==> src/rtl/fibo_pkg.sv <==
// fibo_pkg: shared types and default widths for the Fibonacci engine.
// Holds the FSM state enum and the default DATA_W / N_W / KEY_W values.
package fibo_pkg;

    localparam int FIBO_DATA_W = 32;
    localparam int FIBO_N_W    = 32;
    localparam int FIBO_KEY_W  = 64;

    typedef enum logic [1:0] {
        IDLE,
        CALC,
        DONE
    } fibo_state_t;

endpackage

==> src/rtl/fibo_mod_add.sv <==
// fibo_mod_add: combinational modular adder used for the b update.
// Ports: a, b, m in (DATA_W); sum out (DATA_W), carry out (wrap mode only).
module fibo_mod_add
    import fibo_pkg::*;
#(
    parameter int DATA_W = FIBO_DATA_W
) (
    input  logic [DATA_W-1:0] a,
    input  logic [DATA_W-1:0] b,
    input  logic [DATA_W-1:0] m,
    output logic [DATA_W-1:0] sum,
    output logic              carry
);

    logic [DATA_W:0] s;
    logic [DATA_W:0] d;

    // One-bit-wider sum so a+b never loses its top bit before the
    // compare; a,b < m means a single conditional subtract suffices.
    always_comb begin
        s     = {1'b0, a} + {1'b0, b};
        d     = s - {1'b0, m};
        sum   = s[DATA_W-1:0];
        carry = 1'b0;
        if (m == '0) begin
            carry = s[DATA_W];
        end else if (s >= {1'b0, m}) begin
            sum = d[DATA_W-1:0];
        end
    end

endmodule

==> src/rtl/fibo_engine.sv <==
// fibo_engine: sequential F(n), wrapping mod 2^DATA_W (mod_m=0) or mod mod_m,
// with ap_ctrl_hs handshake (ap_start/ap_done/ap_idle/ap_ready).
// Ports: ap_clk, ap_rst_n, ap_start, n, mod_m in; ap_return, ap_ovf,
// ap_done, ap_idle, ap_ready out; working_key in only with FIBO_KEY_LOCK_EN.
module fibo_engine
    import fibo_pkg::*;
#(
    parameter int              DATA_W  = FIBO_DATA_W,
    parameter int              N_W     = FIBO_N_W,
    parameter int              KEY_W   = FIBO_KEY_W,
    parameter logic [KEY_W-1:0] KEY_VAL = '0
) (
`ifdef FIBO_KEY_LOCK_EN
    input  logic [KEY_W-1:0]  working_key,
`endif
    input  logic              ap_clk,
    input  logic              ap_rst_n,
    input  logic              ap_start,
    output logic              ap_done,
    output logic              ap_idle,
    output logic              ap_ready,
    input  logic [N_W-1:0]    n,
    input  logic [DATA_W-1:0] mod_m,
    output logic [DATA_W-1:0] ap_return,
    output logic              ap_ovf
);

    fibo_state_t       state;
    fibo_state_t       state_n;
    logic              accept;
    logic              finish;
    logic [N_W-1:0]    cnt;
    logic [DATA_W-1:0] m_q;
    logic [DATA_W-1:0] a;
    logic [DATA_W-1:0] b;
    logic              ovf_a;
    logic              ovf_b;
    logic [DATA_W-1:0] sum;
    logic              carry;
    logic              key_hit;
    logic              key_ok;

`ifdef FIBO_KEY_LOCK_EN
    assign key_hit = (working_key == KEY_VAL);
`else
    // Without the lock the engine acts as if the right key is always shown.
    logic [KEY_W-1:0] key_in;
    assign key_in  = KEY_VAL;
    assign key_hit = (key_in == KEY_VAL);
`endif

    fibo_mod_add #(
        .DATA_W(DATA_W)
    ) u_add (
        .a    (a),
        .b    (b),
        .m    (m_q),
        .sum  (sum),
        .carry(carry)
    );

    always_ff @(posedge ap_clk or negedge ap_rst_n) begin
        if (!ap_rst_n) begin
            state <= IDLE;
        end else begin
            state <= state_n;
        end
    end

    always_comb begin
        state_n = state;
        accept  = 1'b0;
        finish  = 1'b0;
        unique case (state)
            IDLE: begin
                if (ap_start) begin
                    accept  = 1'b1;
                    state_n = CALC;
                end
            end
            CALC: begin
                if (cnt == '0) begin
                    finish  = 1'b1;
                    state_n = DONE;
                end
            end
            DONE:    state_n = IDLE;
            default: state_n = IDLE;
        endcase
    end

    // ovf_a/ovf_b track whether the true F(k)/F(k+1) left the range.
    always_ff @(posedge ap_clk or negedge ap_rst_n) begin
        if (!ap_rst_n) begin
            cnt    <= '0;
            m_q    <= '0;
            a      <= '0;
            b      <= '0;
            ovf_a  <= 1'b0;
            ovf_b  <= 1'b0;
            key_ok <= 1'b0;
        end else if (accept) begin
            cnt    <= n;
            m_q    <= mod_m;
            a      <= '0;
            b      <= {{(DATA_W-1){1'b0}}, (mod_m != DATA_W'(1))};
            ovf_a  <= 1'b0;
            ovf_b  <= 1'b0;
            key_ok <= key_hit;
        end else if (state == CALC && !finish) begin
            a     <= b;
            b     <= sum;
            ovf_a <= ovf_b;
            ovf_b <= ovf_a | ovf_b | carry;
            cnt   <= cnt - N_W'(1);
        end
    end

    always_ff @(posedge ap_clk or negedge ap_rst_n) begin
        if (!ap_rst_n) begin
            ap_return <= '0;
            ap_ovf    <= 1'b0;
        end else if (finish) begin
            ap_return <= key_ok ? a : ~a;
            ap_ovf    <= key_ok & ovf_a;
        end
    end

    assign ap_done  = (state == DONE);
    assign ap_ready = (state == DONE);
    assign ap_idle  = (state == IDLE);

endmodule

==> config.mk <==
export PLATFORM = sky130hd
export DESIGN_NAME = fibo_engine
export DESIGN_NICKNAME = d
export VERILOG_FILES = /design/src/rtl/fibo_pkg.sv /design/src/rtl/fibo_mod_add.sv /design/src/rtl/fibo_engine.sv
export SDC_FILE = /design/constraint.sdc
export NUM_CORES = 1
export LEC_CHECK = 0
export CELL_PAD_IN_SITES_DETAIL_PLACEMENT = 0
export CELL_PAD_IN_SITES_GLOBAL_PLACEMENT = 1
export CORE_ASPECT_RATIO = 1.2
export CORE_UTILIZATION = 44
export CTS_CLUSTER_SIZE = 20
export DETAILED_ROUTE_END_ITERATION = 16
export HOLD_SLACK_MARGIN = 0.12
export PLACE_DENSITY_LB_ADDON = 0.15
export REMOVE_ABC_BUFFERS = 1
export SLEW_MARGIN = 20
export SYNTH_ARGS = -nofsm -noshare
export SYNTH_HDL_FRONTEND = slang
export SYNTH_SLANG_ARGS = --single-unit
==> constraint.sdc <==
create_clock -name ap_clk -period 5.85 [get_ports ap_clk]
set_clock_uncertainty 0.1 [all_clocks]
set_input_delay 1.4625 -clock ap_clk [delete_from_list [all_inputs] [get_ports ap_clk]]
set_output_delay 1.4625 -clock ap_clk [all_outputs]
set_load 0.1 [all_outputs]
* Yosys cells after proc, flatten, opt, wreduce, memory -nomap -nowiden
Cells that the tools add are included.
** Cells by class
- Bitwise logic cells :: 4
- Add/sub/neg operators :: 3
- Order comparisons :: 1
- Equality and inequality tests :: 5
- Mux-type cells :: 21
- Reductions and logical operators :: 7
** Operators with widths (count)
- 2-to-1 mux 32 bit :: 9
- logical NOT 32 bit :: 2
- adder 32 x 32 -> 33 bit :: 1
- >= comparator 33 x 32 -> 1 bit :: 1
- != test 32 x 1 -> 1 bit (second input constant) :: 1
- NOT 32 bit :: 1
- subtractor 32 x 1 -> 32 bit (second input constant) :: 1
- subtractor 32 bit :: 1
- 2-to-1 mux 1 bit :: 9
- 2-to-1 mux 2 bit :: 2
- != test 2 bit (second input constant) :: 2
- one-hot mux 2 bit (2 select lines) :: 1
- equality test 2 x 1 -> 1 bit (second input constant) :: 1
- equality test 2 bit (second input constant) :: 1
- logical NOT 2 bit :: 1
- bitwise OR 1 bit :: 2
- AND reduction 2 bit :: 1
- nonzero test 2 bit :: 1
- bitwise AND 1 bit :: 1
- logical AND 1 bit :: 1
- logical NOT 1 bit :: 1
** Word-level totals
- Output and inout bits :: 36
- Bits in registers :: 166

* Depth between registers and ports, before layout
Gate-level depths: netlist (run 1).
- Depth after elaboration :: 7
- Mapped depth :: 23
- Gate-level depth less buffers :: 21

* By module
From an unflattened synthesis (run 1), not the netlist that was laid out.
** Second synthesis, totals
- Cell total of the unflattened synthesis :: 1355
- Area total of the unflattened synthesis :: 11543.6 sq um
** Modules (own cells, without submodules)
- fibo_engine :: instances 1, area an instance 7656.1 sq um, cells each 836, sequential area each 4154.0 sq um
- fibo_mod_add :: instances 1, area an instance 3887.5 sq um, cells each 519, sequential area each 0.0 sq um

* Worst setup path after synthesis (run 1)
OpenSTA, ideal clock, no wires.
- Path kind :: register -> register
- Start point :: register a[0]
- End point :: register b[20]
- Buffers on the path :: 1
- Slack :: 0.881 ns
- Cell stages (with the launch flop) :: 23
- Library setup time :: 0.126 ns
- Required time :: 5.624 ns
- Clock period less this slack :: 4.969 ns
- Arrival :: 4.743 ns
- Cells stage by stage :: dfrtp_1 -> ha_1 -> inv_1 -> fa_1 -> nand2b_1 -> a21oi_1 -> o211ai_1 -> o211ai_1 -> a21boi_0 -> o21bai_1 -> a21oi_1 -> xnor2_1 -> ha_1 -> a21oi_1 -> o21ai_1 -> a211o_1 -> a211o_1 -> a41oi_1 -> a221oi_1 -> o31a_1 -> buf_6 -> and3_1 -> a311o_1
** Between the ends
- Cells in the longest elaborated chain, start to end :: 6
- Elaborated cells on any way between the ends :: 7
- Classes of those cells :: add/sub (2); order compare (1); mux (4)
** RTL lines
- from (decl) :: line fibo_engine.sv:34 : logic [DATA_W-1:0] a;
- from (signal assigned) :: line fibo_engine.sv:97 : a <= '0;
- from (signal assigned) :: line fibo_engine.sv:105 : a <= '0;
- from (signal assigned) :: line fibo_engine.sv:111 : a <= b;
- adder 32 x 32 -> 33 bit (*) :: line fibo_mod_add.sv:21 : s = {1'b0, a} + {1'b0, b};
- subtractor 32 bit / >= comparator 33 x 32 -> 1 bit (equally long branches) :: line fibo_mod_add.sv:22, fibo_mod_add.sv:27
- 2-to-1 mux 32 bit :: line fibo_mod_add.sv:27 : end else if (s >= {1'b0, m}) begin
- 2-to-1 mux 32 bit (*) :: line fibo_mod_add.sv:25 : if (m == '0) begin
- 2-to-1 mux 32 bit (*) :: line fibo_engine.sv:110 : end else if (state == CALC && !finish) begin
- 2-to-1 mux 32 bit (*) :: line fibo_engine.sv:102 : end else if (accept) begin
- to (signal assigned) :: line fibo_engine.sv:106 : b <= {{(DATA_W-1){1'b0}}, (mod_m != DATA_W'(1))};
- to (signal assigned) :: line fibo_engine.sv:112 : b <= sum;
- to (decl) :: line fibo_engine.sv:35 : logic [DATA_W-1:0] b;
Mark *: on every way between the ends. The rest lies on a longest branch, timed or not. The select of a mux whose other input is x is not followed.
A chain may end at the register's enable or synchronous reset.

* Worst setup path in the final report (run 1)
- Start point :: register a[3]
- End point :: register b[0]
** Between the ends
- Cells in the longest elaborated chain, start to end :: 6
** RTL lines (line)
- adder 32 x 32 -> 33 bit :: fibo_mod_add.sv:21
- >= comparator 33 x 32 -> 1 bit :: fibo_mod_add.sv:27
- 2-to-1 mux 32 bit :: fibo_mod_add.sv:27
- 2-to-1 mux 32 bit :: fibo_mod_add.sv:25
- 2-to-1 mux 32 bit :: fibo_engine.sv:110
- 2-to-1 mux 32 bit :: fibo_engine.sv:102
Every way passes these cells. The select of a mux whose other input is x is not followed.

==> results of run 1 <==
==> timing repair <==
item,4_1_cts,5_1_grt
setup endpoints to repair,0,27
gates resized for setup,0,6
setup buffers,0,2
==> registers in the layout (all words and copies together) (netlist names) <==
| name | cells |
|---|---|
| a | 32 |
| ap_ovf | 1 |
| ap_return | 32 |
| b | 32 |
| cnt | 32 |
| key_ok | 1 |
| m_q | 32 |
| ovf_a | 1 |
| ovf_b | 1 |
| state | 2 |
==> per-stage QoR <==
step | cells | hold slack, ps | cell area (µm²) | util
detailed placement | 1663 | 369 | 12200 | 0.508
floorplan | 1221 | 339 | 10600 | -
global placement | 1663 | 351 | 12200 | 0.507
global route | 1697 | 398 | 12900 | 0.536
CTS | 1695 | 384 | 12900 | 0.534
finish | 1697 | 376 | 12900 | 0.536
==> worst max-delay path, delay by kind of cell, from the launching register on <==
| kind | cells | cell delay [ps] |
|---|---|---|
| fa+ha+maj | 2 | 780 |
| buf+inv | 2 | 380 |
| flops | 1 | 420 |
| mux | 1 | 310 |
| simple gates | 3 | 1120 |
| xor+xnor | 1 | 210 |
| compound gates | 9 | 2090 |
==> placed cells by master (no fill, tap or decap), types with 5 or more instances in the layout <==
master,count
a211oi_1,14
a21o_1,25
a21oi_1,68
a31oi_1,10
a32oi_1,6
and2_1,7
and3_1,10
buf_4,19
clkbuf_16,17
clkdlybuf4s50_1,101
dfrtp_1,165
ha_1,65
inv_1,59
mux2i_1,25
nand2_1,223
nand2b_1,17
nand3_1,53
nand4_1,10
nor2_1,61
nor2b_1,7
nor3_1,17
nor4_1,18
o2111ai_1,6
o211ai_1,11
o21a_1,6
o21ai_0,129
o21ai_1,8
o21bai_1,8
o31ai_1,10
or2_2,5
or3_1,8
xnor2_1,43
xor2_1,57
==> logic make-up after synthesis <==
| logic type | Yosys count |
|---|---|
| simple gates | 456 |
| compound gates | 344 |
| flops | 166 |
| buf+inv | 120 |
| xor+xnor | 100 |
| fa+ha+maj | 67 |
| mux | 28 |
==> per-layer routing <==
layer	vias up	track usage
met2	190	0.406
met1	4505	0.320
met4	0	0.0684
li1	4691	-
met3	33	0.0344
met5	-	0
==> worst max-delay path by stage <==
stage / end / slack, ps / depth (start not counted)
final: b[0]$_DFFE_PN0P_ / 370 / 18
after floorplan: b[1]$_DFFE_PN0P_ / 300 / 16
after global placement: b[29]$_DFFE_PN0P_ / 280 / 18
after CTS: b[23]$_DFFE_PN0P_ / 120 / 18
after detailed placement: b[23]$_DFFE_PN0P_ / 170 / 18
after global routing: b[23]$_DFFE_PN0P_ / -0.5 / 20
==> final cells by class <==
cell class,instances,area share
clock buffers,21,0.0364
repair buffers,124,0.0943
flip-flops and latches,166,0.321
clock inverters,11,0.0134
inverters,60,0.0174
well taps,320,0.0310
multi-input cells,995,0.486
==> out/qor.yml, run 1 <==
outcome:
  status: "finished, final reports clean"
synthesis:
  netlist_instances: 1281
  synth.distinct_cells: 69
  synth_warnings: 0
  yosys-top-cells-area: "dfrtp_1 38%, nand2_1 7.7%, ha_1 7.5%, o21ai_0 5.9%, xor2_1 4.6%"
  yosysTopAreaCell: "dfrtp_1"
  synthMuxAreaShare: 0.0268
  synth_compound_area_frac: 0.197
  synth_top_family_by_area: "compound AO/OA/AOI/OAI gates"
  synth-seq-cells: 166
  ys_async_sr_fraction: 1.00
  synth.most_common_cell: "nand2_1"
  synth_area_um2: 10900
  yosysSeqAreaShare: 0.381
  synth_top_area_share: 0.381
  synth_edf_count: 0
  synth_top_flop_cell: "dfrtp_1"
  synthSimpleGateAreaFrac: 0.191
  synth_common_cells: "224 x nand2_1, 166 x dfrtp_1, 129 x o21ai_0"
  synth_xor_area_frac: 0.0804
  synthAdderAreaFrac: 0.0783
  avgSynthCellArea_um2: 8.51
cts:
  clk_pin_slew_ps: 60
  cts_sinks: 166
  cts_root_buf: "clkbuf_16"
  tritoncts: "built"
  clock_latency_ps: 450
  holdBufCountCts: 0
  htreeDepth: 4
  clk_path_buf_depth: 2
  cts_buffers: 17
floorplan:
  coreArea_um2: 24100
  start_util: 0.452
  die_h_um: 174
  io-pin-count: 103
  die_w_um: 146
  row_count: 62
  die-area_um2: 25400
route:
  antenna_left: 0
  vias: 9419
  drt_iter0_markers: 512
  vias_per_cell: 5.55
  wl_per_cell_um: 17.2
  top_layer: "met4"
  wirelength_um: 29200
  routed-wl-met3_um: 955
  route.met2.wl_um: 14100
  wl_met1_um: 13700
  drtPass1Iterations: 5
  drc_errors: 0
flow_run:
  drv_cap: 0
layout:
  drive_above_1_share: 0.0595
  diodes: 0
  multi_input_area_um2: 6290
  syn2layout_area_growth_pct: 18.7
  fin_nets: 1498
  final.fill_count: 2357
  register_area_um2: 4160
hold_path:
  worstHoldEndpoint: "ap_return[25]$_DFFE_PN0P_"
  worstHoldStart: "ap_return[25]$_DFFE_PN0P_"
  hp-class: "flip-flop to flip-flop"
  worstHoldPathCells: 2
timing:
  drv_slew: 0
  final-hold-violation-count: 0
  layout_setup_ws_ps: 367
  slew_headroom: 0.292
  fin_crit_sh: 0.937
  tightest_slew_ps: 1060
  period_needed_ps: 5480
  max_freq_ghz: 0.182
  setup_viol: 0
  tns_ps: 0
setup_path:
  r2r_end: "b[0]$_DFFE_PN0P_"
  arrival_ps: 5750
  cpMaxStageDelayCell: "or4_1"
  endpoint_kind: "flip-flop"
  r2r_cells: 18
  path_cells: "ha_1, o211ai_1, o21ai_0, o211ai_1, and2_1, o31ai_1, buf_4, a41oi_1, xnor2_1, ha_1, nand4_1, or4_1, o31a_1, a221oi_2, o31a_1, buf_12, mux2_4, o211ai_2"
  startpoint: "a[3]$_DFFE_PN0P_"
  criticalPathCategory: "flip-flop to flip-flop"
  max_stage_delay_ps: 580
  cp-start-kind: "flip-flop"
  r2r_slack_ps: 370
  r2r_start: "a[3]$_DFFE_PN0P_"
  worstPathMaxFanout: 11
  cp.required_ps: 6120
grt:
  grt_pass1_wl_um: 48400
  grt_overflow_total: 0
  antenna_found_initial: 1
  grt_max_degree: 95
  grt_pass1_vias: 9381
  grtUsageTotal: 0.241
place:
  portBuffers: 102
  gp_congestion: 0.849
  dp_hpwl_um: 20900
  pre_cts_slack_ps: 168
Power of run 1 is not shown: default switching activity piles up to over one toggle a cycle in this logic, so the estimate is an artifact.
==> run 2: changes to the inputs <==
- SETUP_SLACK_MARGIN: unset -> 0.02
==> run 2 against run 1 <==
Effect of this change:
- die area did not move
- register-to-register slack got worse by 20 ps
- clock-buffer cell count did not move
- critical path depth did not move
- design area barely moved
- sequential share of layout area barely moved
- via count fell by 0.16%
- cell count did not move
- fmax fell by 0.36%
- utilization barely moved
- highest routed layer unchanged
==> out/qor.yml, run 2 (synthesized netlist as in run 1, its figures left out) <==
outcome:
  status: "finished, final reports clean"
route:
  wl_per_cell_um: 17.2  # +0.32%
  antenna_left: 0  # unchanged
  drc_errors: 0  # unchanged
  drt_iter0_markers: 482  # -5.9%
  wirelength_um: 29300  # +0.32%
  drtPass1Iterations: 5  # unchanged
  vias_per_cell: 5.54  # -0.16%
  vias: 9404  # -0.16%
layout:
  syn2layout_area_growth_pct: 18.8  # about the same
  final.fill_count: 2358  # +0.042%
  final_cell_mix: "223 x nand2_1, 165 x dfrtp_1, 129 x o21ai_0, 101 x clkdlybuf4s50_1, 66 x a21oi_1"
  multi_input_area_um2: 6300  # +0.12%
  layout_commonest_cell: "nand2_1"
  diodes: 0  # unchanged
  register_area_um2: 4160  # unchanged
  drive_above_1_share: 0.0610  # +0.00145
  fin_nets: 1498  # unchanged
hold_path:
  hp-class: "flip-flop to flip-flop"
  worstHoldStart: "ap_return[25]$_DFFE_PN0P_"
  worstHoldEndpoint: "ap_return[25]$_DFFE_PN0P_"
  worstHoldPathCells: 2  # unchanged
floorplan:
  die_h_um: 174  # unchanged
  row_count: 62  # unchanged
  die_w_um: 146  # unchanged
  io-pin-count: 103  # unchanged
  die-area_um2: 25400  # unchanged
  coreArea_um2: 24100  # unchanged
  start_util: 0.452  # unchanged
setup_path:
  arrival_ps: 5770  # +20 ps
  path_cells: "ha_1, o211ai_1, o21ai_0, o211ai_1, and2_1, o31ai_1, buf_4, a41oi_1, xnor2_1, ha_1, nand4_1, or4_1, o31a_1, a221oi_2, o31a_1, buf_12, mux2_4, o211ai_2"
  worstPathMaxFanout: 11  # unchanged
  criticalPathCategory: "flip-flop to flip-flop"
  r2r_cells: 18  # unchanged
  max_stage_delay_ps: 580  # about the same
  r2r_start: "a[3]$_DFFE_PN0P_"
  r2r_slack_ps: 350  # -20 ps
  cp-start-kind: "flip-flop"
  endpoint_kind: "flip-flop"
  r2r_end: "b[0]$_DFFE_PN0P_"
  cpMaxStageDelayCell: "or4_1"
  cp.required_ps: 6120  # about the same
cts:
  clk_path_buf_depth: 2  # unchanged
  clock_latency_ps: 440  # about the same
  htreeDepth: 4  # unchanged
  cts_root_buf: "clkbuf_16"
  cts_buffers: 17  # unchanged
  clk_pin_slew_ps: 60  # about the same
  tritoncts: "built"
  cts_sinks: 166  # unchanged
  holdBufCountCts: 0  # unchanged
timing:
  setup_viol: 0  # unchanged
  final-hold-violation-count: 0  # unchanged
  drv_slew: 0  # unchanged
  fin_crit_sh: 0.941  # +0.00334
  tightest_slew_ps: 1060  # +2.79 ps
  rsz0062_at_grt: "false"
  slew_headroom: 0.290  # -0.00186
  period_needed_ps: 5500  # +19.5 ps
  tns_ps: 0  # unchanged
  max_freq_ghz: 0.182  # -0.36%
grt:
  grtUsageTotal: 0.241  # unchanged
  grt_overflow_total: 0  # unchanged
  grt_pass1_wl_um: 48400  # unchanged
  grt_max_degree: 95  # unchanged
  grt_pass1_vias: 9381  # unchanged
  antenna_found_initial: 1  # unchanged
  gr-usage-met1: 0.320  # unchanged
  top_usage_layer: "met2"
  grtUsageMet3: 0.0344  # unchanged
  use_met2: 0.406  # unchanged
place:
  portBuffers: 102  # unchanged
  gp_congestion: 0.849  # unchanged
  dp_hpwl_um: 20900  # unchanged
flow_run:
  drv_cap: 0  # unchanged
run 2: cell count changes in the layout (fill, tap and decap cells not counted):
| cell | change |
|---|---|
| a21oi_2 | +2 |
| a21oi_1 | -2 |
run 2: timing repair:
action	in CTS	in global routing
setup buffers	0	2
gates resized for setup	0	8
hold endpoints to repair	0	0
setup endpoints to repair	0	28
run 2: metrics by stage:
stage               worst slack (ps)  std cells  utilization  area, µm²  hold WS, ps
floorplan                        297       1221            -      10600          339
global placement                 279       1663        0.507      12200          351
detailed placement               168       1663        0.508      12200          369
CTS                              119       1695        0.534      12900          384
global route                    29.8       1697        0.536      12900          398
finish                           348       1697        0.536      12900          376
run 2: final cells by class:
class                      count  share of cell area
tap                          320              0.0309
timing repair buffer         124              0.0943
clock buffer                  21              0.0364
inverter                      60              0.0174
multi-input combinational    995               0.487
clock inverter                11              0.0133
sequential                   166               0.321
run 2: worst max-delay path: cells and delay by family (launching register included):
family	cells	cell delay [ps]
buffers and inverters	2	380
multiplexers	1	310
XOR/XNOR	1	210
AND/OR/NAND/NOR	3	1130
adder cells (fa/ha/maj)	2	780
flip-flops	1	420
AO/OA/AOI/OAI	9	2090
run 2: metal layers:
metal | wire length [µm] | vias up
met3 | 961 | 40
met1 | 13700 | 4479
met4 | 507 | 0
met5 | 0 | -
met2 | 14100 | 199
li1 | - | 4686
run 2: worst max-delay path by stage:
stage                      start                end  cells past startpoint
3_5_place_dp   a[11]$_DFFE_PN0P_  b[23]$_DFFE_PN0P_                     18
3_3_place_gp   a[11]$_DFFE_PN0P_  b[29]$_DFFE_PN0P_                     18
6_report        a[3]$_DFFE_PN0P_   b[0]$_DFFE_PN0P_                     18
5_1_grt         a[1]$_DFFE_PN0P_  b[23]$_DFFE_PN0P_                     18
2_1_floorplan   a[4]$_DFFE_PN0P_   b[1]$_DFFE_PN0P_                     16
4_1_cts        a[11]$_DFFE_PN0P_  b[23]$_DFFE_PN0P_                     18
Power of run 2 is left out for the same reason.
==> run 3: changes to the inputs <==
- CORE_ASPECT_RATIO: 1.2 -> unset
- SKIP_LAST_GASP: unset -> 1
==> run 3 against run 2 <==
Effect of this change:
- critical path depth increased by 2
- first-iteration DRC count increased by 7.3%
- non-clock buffer count increased by 3
- design area decreased by 0.58%
- register-to-register slack got worse by 20 ps
- cell count increased by 0.41%
- critical endpoint unchanged
- sequential cell count unchanged
- highest routed layer unchanged
- global-route usage decreased by 0.54 points
- fmax decreased by 0.37%
==> out/qor.yml, run 3 (synthesized netlist as in run 1, its figures left out) <==
outcome:
  status: "finished, final reports clean"
timing:
  max_freq_ghz: 0.181  # -0.37%
  tns_ps: 0  # unchanged
  drv_slew: 0  # unchanged
  tightest_slew_ps: 1100  # +34.1 ps
  final-hold-violation-count: 0  # unchanged
  rsz0062_at_grt: "false"
  period_needed_ps: 5520  # +20.3 ps
  slew_headroom: 0.268  # -0.0227
  setup_viol: 0  # unchanged
  fin_crit_sh: 0.944  # +0.00347
floorplan:
  row_count: 57  # -8.1%
  coreArea_um2: 24300  # +0.80%
  io-pin-count: 103  # unchanged
  die_w_um: 159  # +9.4%
  start_util: 0.448  # -0.00360
  die_h_um: 159  # -8.6%
  die-area_um2: 25400  # about the same
route:
  wl_per_cell_um: 16.9  # -2.0%
  antenna_left: 0  # unchanged
  drc_errors: 0  # unchanged
  drtPass1Iterations: 4  # -1
  vias_per_cell: 5.41  # -2.3%
  wirelength_um: 28800  # -1.6%
  drt_iter0_markers: 517  # +7.3%
  vias: 9224  # -1.9%
grt:
  grtUsageTotal: 0.235  # -0.00537
  grt_overflow_total: 0  # unchanged
  grt_pass1_vias: 9118  # -2.8%
  grt_max_degree: 95  # unchanged
  grt_pass1_wl_um: 47800  # -1.3%
  antenna_found_initial: 0  # -1
setup_path:
  cp-start-kind: "flip-flop"
  max_stage_delay_ps: 550  # -30 ps
  path_cells: "ha_1, inv_1, fa_1, nand2b_1, a21oi_1, o211ai_1, o211ai_1, buf_4, buf_4, a41o_1, xor2_1, ha_1, nand4_1, or4_1, o31a_1, a221oi_2, o31a_1, buf_12, mux2_4, o211ai_2"
  arrival_ps: 5770  # about the same
  cpLargestDelayFamily: "compound AO/OA/AOI/OAI gates"
  crit_buf_inv: 4  # +2
  worstPathMaxFanout: 12  # +1
  endpoint_kind: "flip-flop"
  cp.required_ps: 6100  # -20 ps
  criticalPathCategory: "flip-flop to flip-flop"
  cpMaxStageDelayCell: "or4_1"
cts:
  htreeDepth: 4  # unchanged
  clock_latency_ps: 430  # about the same
  cts_sinks: 166  # unchanged
  clk_pin_slew_ps: 70  # about the same
  cts_buffers: 17  # unchanged
  cts_root_buf: "clkbuf_16"
  clk_path_buf_depth: 2  # unchanged
  tritoncts: "built"
layout:
  utilization: 0.529  # -0.00736
  diodes: 0  # unchanged
  syn2layout_area_growth_pct: 18.1
  final.fill_count: 2321  # -1.6%
  drive_above_1_share: 0.0594  # -0.00158
  final_cell_mix: "223 x nand2_1, 165 x dfrtp_1, 129 x o21ai_0, 101 x clkdlybuf4s50_1, 68 x a21oi_1"
  layout_commonest_cell: "nand2_1"
  fin_nets: 1501  # +0.20%
place:
  portBuffers: 102  # unchanged
  dp_hpwl_um: 20800  # -0.66%
  gp_congestion: 0.851  # +0.22%
hold_path:
  hp-class: "flip-flop to flip-flop"
flow_run:
  drv_cap: 0  # unchanged
-- run 3: changes by cell type in the layout (fill, tap and decap cells not counted), sizes merged --
cell      delta
bufinv       -4
inv          +4
buf          +3
clkinv       -2
clkinvlp     +2
-- run 3: path summary, 6_finish.rpt --
path / startpoint / endpoint / slack [ps] / cells after the start
worst min register to register: ovf_b$_DFFE_PN0P_ / ovf_a$_DFFE_PN0P_ / 370 / 2
max in group asynchronous: ap_rst_n / m_q[28]$_DFFE_PN0P_ / 3760 / 2
min in group asynchronous: ap_rst_n / cnt[25]$_DFFE_PN0P_ / 950 / 1
worst min-delay path: ovf_b$_DFFE_PN0P_ / ovf_a$_DFFE_PN0P_ / 370 / 2
worst max-delay path: a[0]$_DFFE_PN0P_ / b[0]$_DFFE_PN0P_ / 330 / 20
worst max register to register: a[0]$_DFFE_PN0P_ / b[0]$_DFFE_PN0P_ / 330 / 20
-- run 3: routing by layer --
| metal | vias to the layer above | GRT usage | share of wire |
|---|---|---|---|
| met2 | 177 | 0.373 | 0.45 |
| met4 | 0 | 0.0520 | 0.0091 |
| li1 | 4689 | - | - |
| met5 | - | 0 | 0 |
| met1 | 4340 | 0.334 | 0.50 |
| met3 | 18 | 0.0432 | 0.041 |
-- run 3: layout make-up --
cell class              instances  area [µm²]  share of cell area
repair buffers                127        1250              0.0970
clock inverters                11        93.8             0.00729
inverters                      60         225              0.0175
multi-input cells             995        6290               0.489
well taps                     324         405              0.0315
flip-flops and latches        166        4160               0.323
clock buffers                  21         450              0.0350
-- run 3: through the flow --
step | worst slack (ps) | hold WS, ps | cells | area [µm²]
after floorplan | 297 | 339 | 1221 | 10600
after global placement | 453 | 344 | 1671 | 12300
after detailed placement | 244 | 350 | 1671 | 12300
after CTS | 207 | 370 | 1703 | 12800
after global routing | 30.1 | 394 | 1704 | 12900
final | 328 | 368 | 1704 | 12900
-- run 3: tightest hold or removal path: stages, from the launching register on --
cell and delay [ps]:
dfrtp_1 340, nand2_1 50, nand2_1 50
-- run 3: what timing repair did --
action	in CTS	in global routing
setup endpoints to repair	0	11
hold buffers	0	0
buffers inserted	0	1
resized for setup	0	4
Power of run 3 is left out for the same reason.
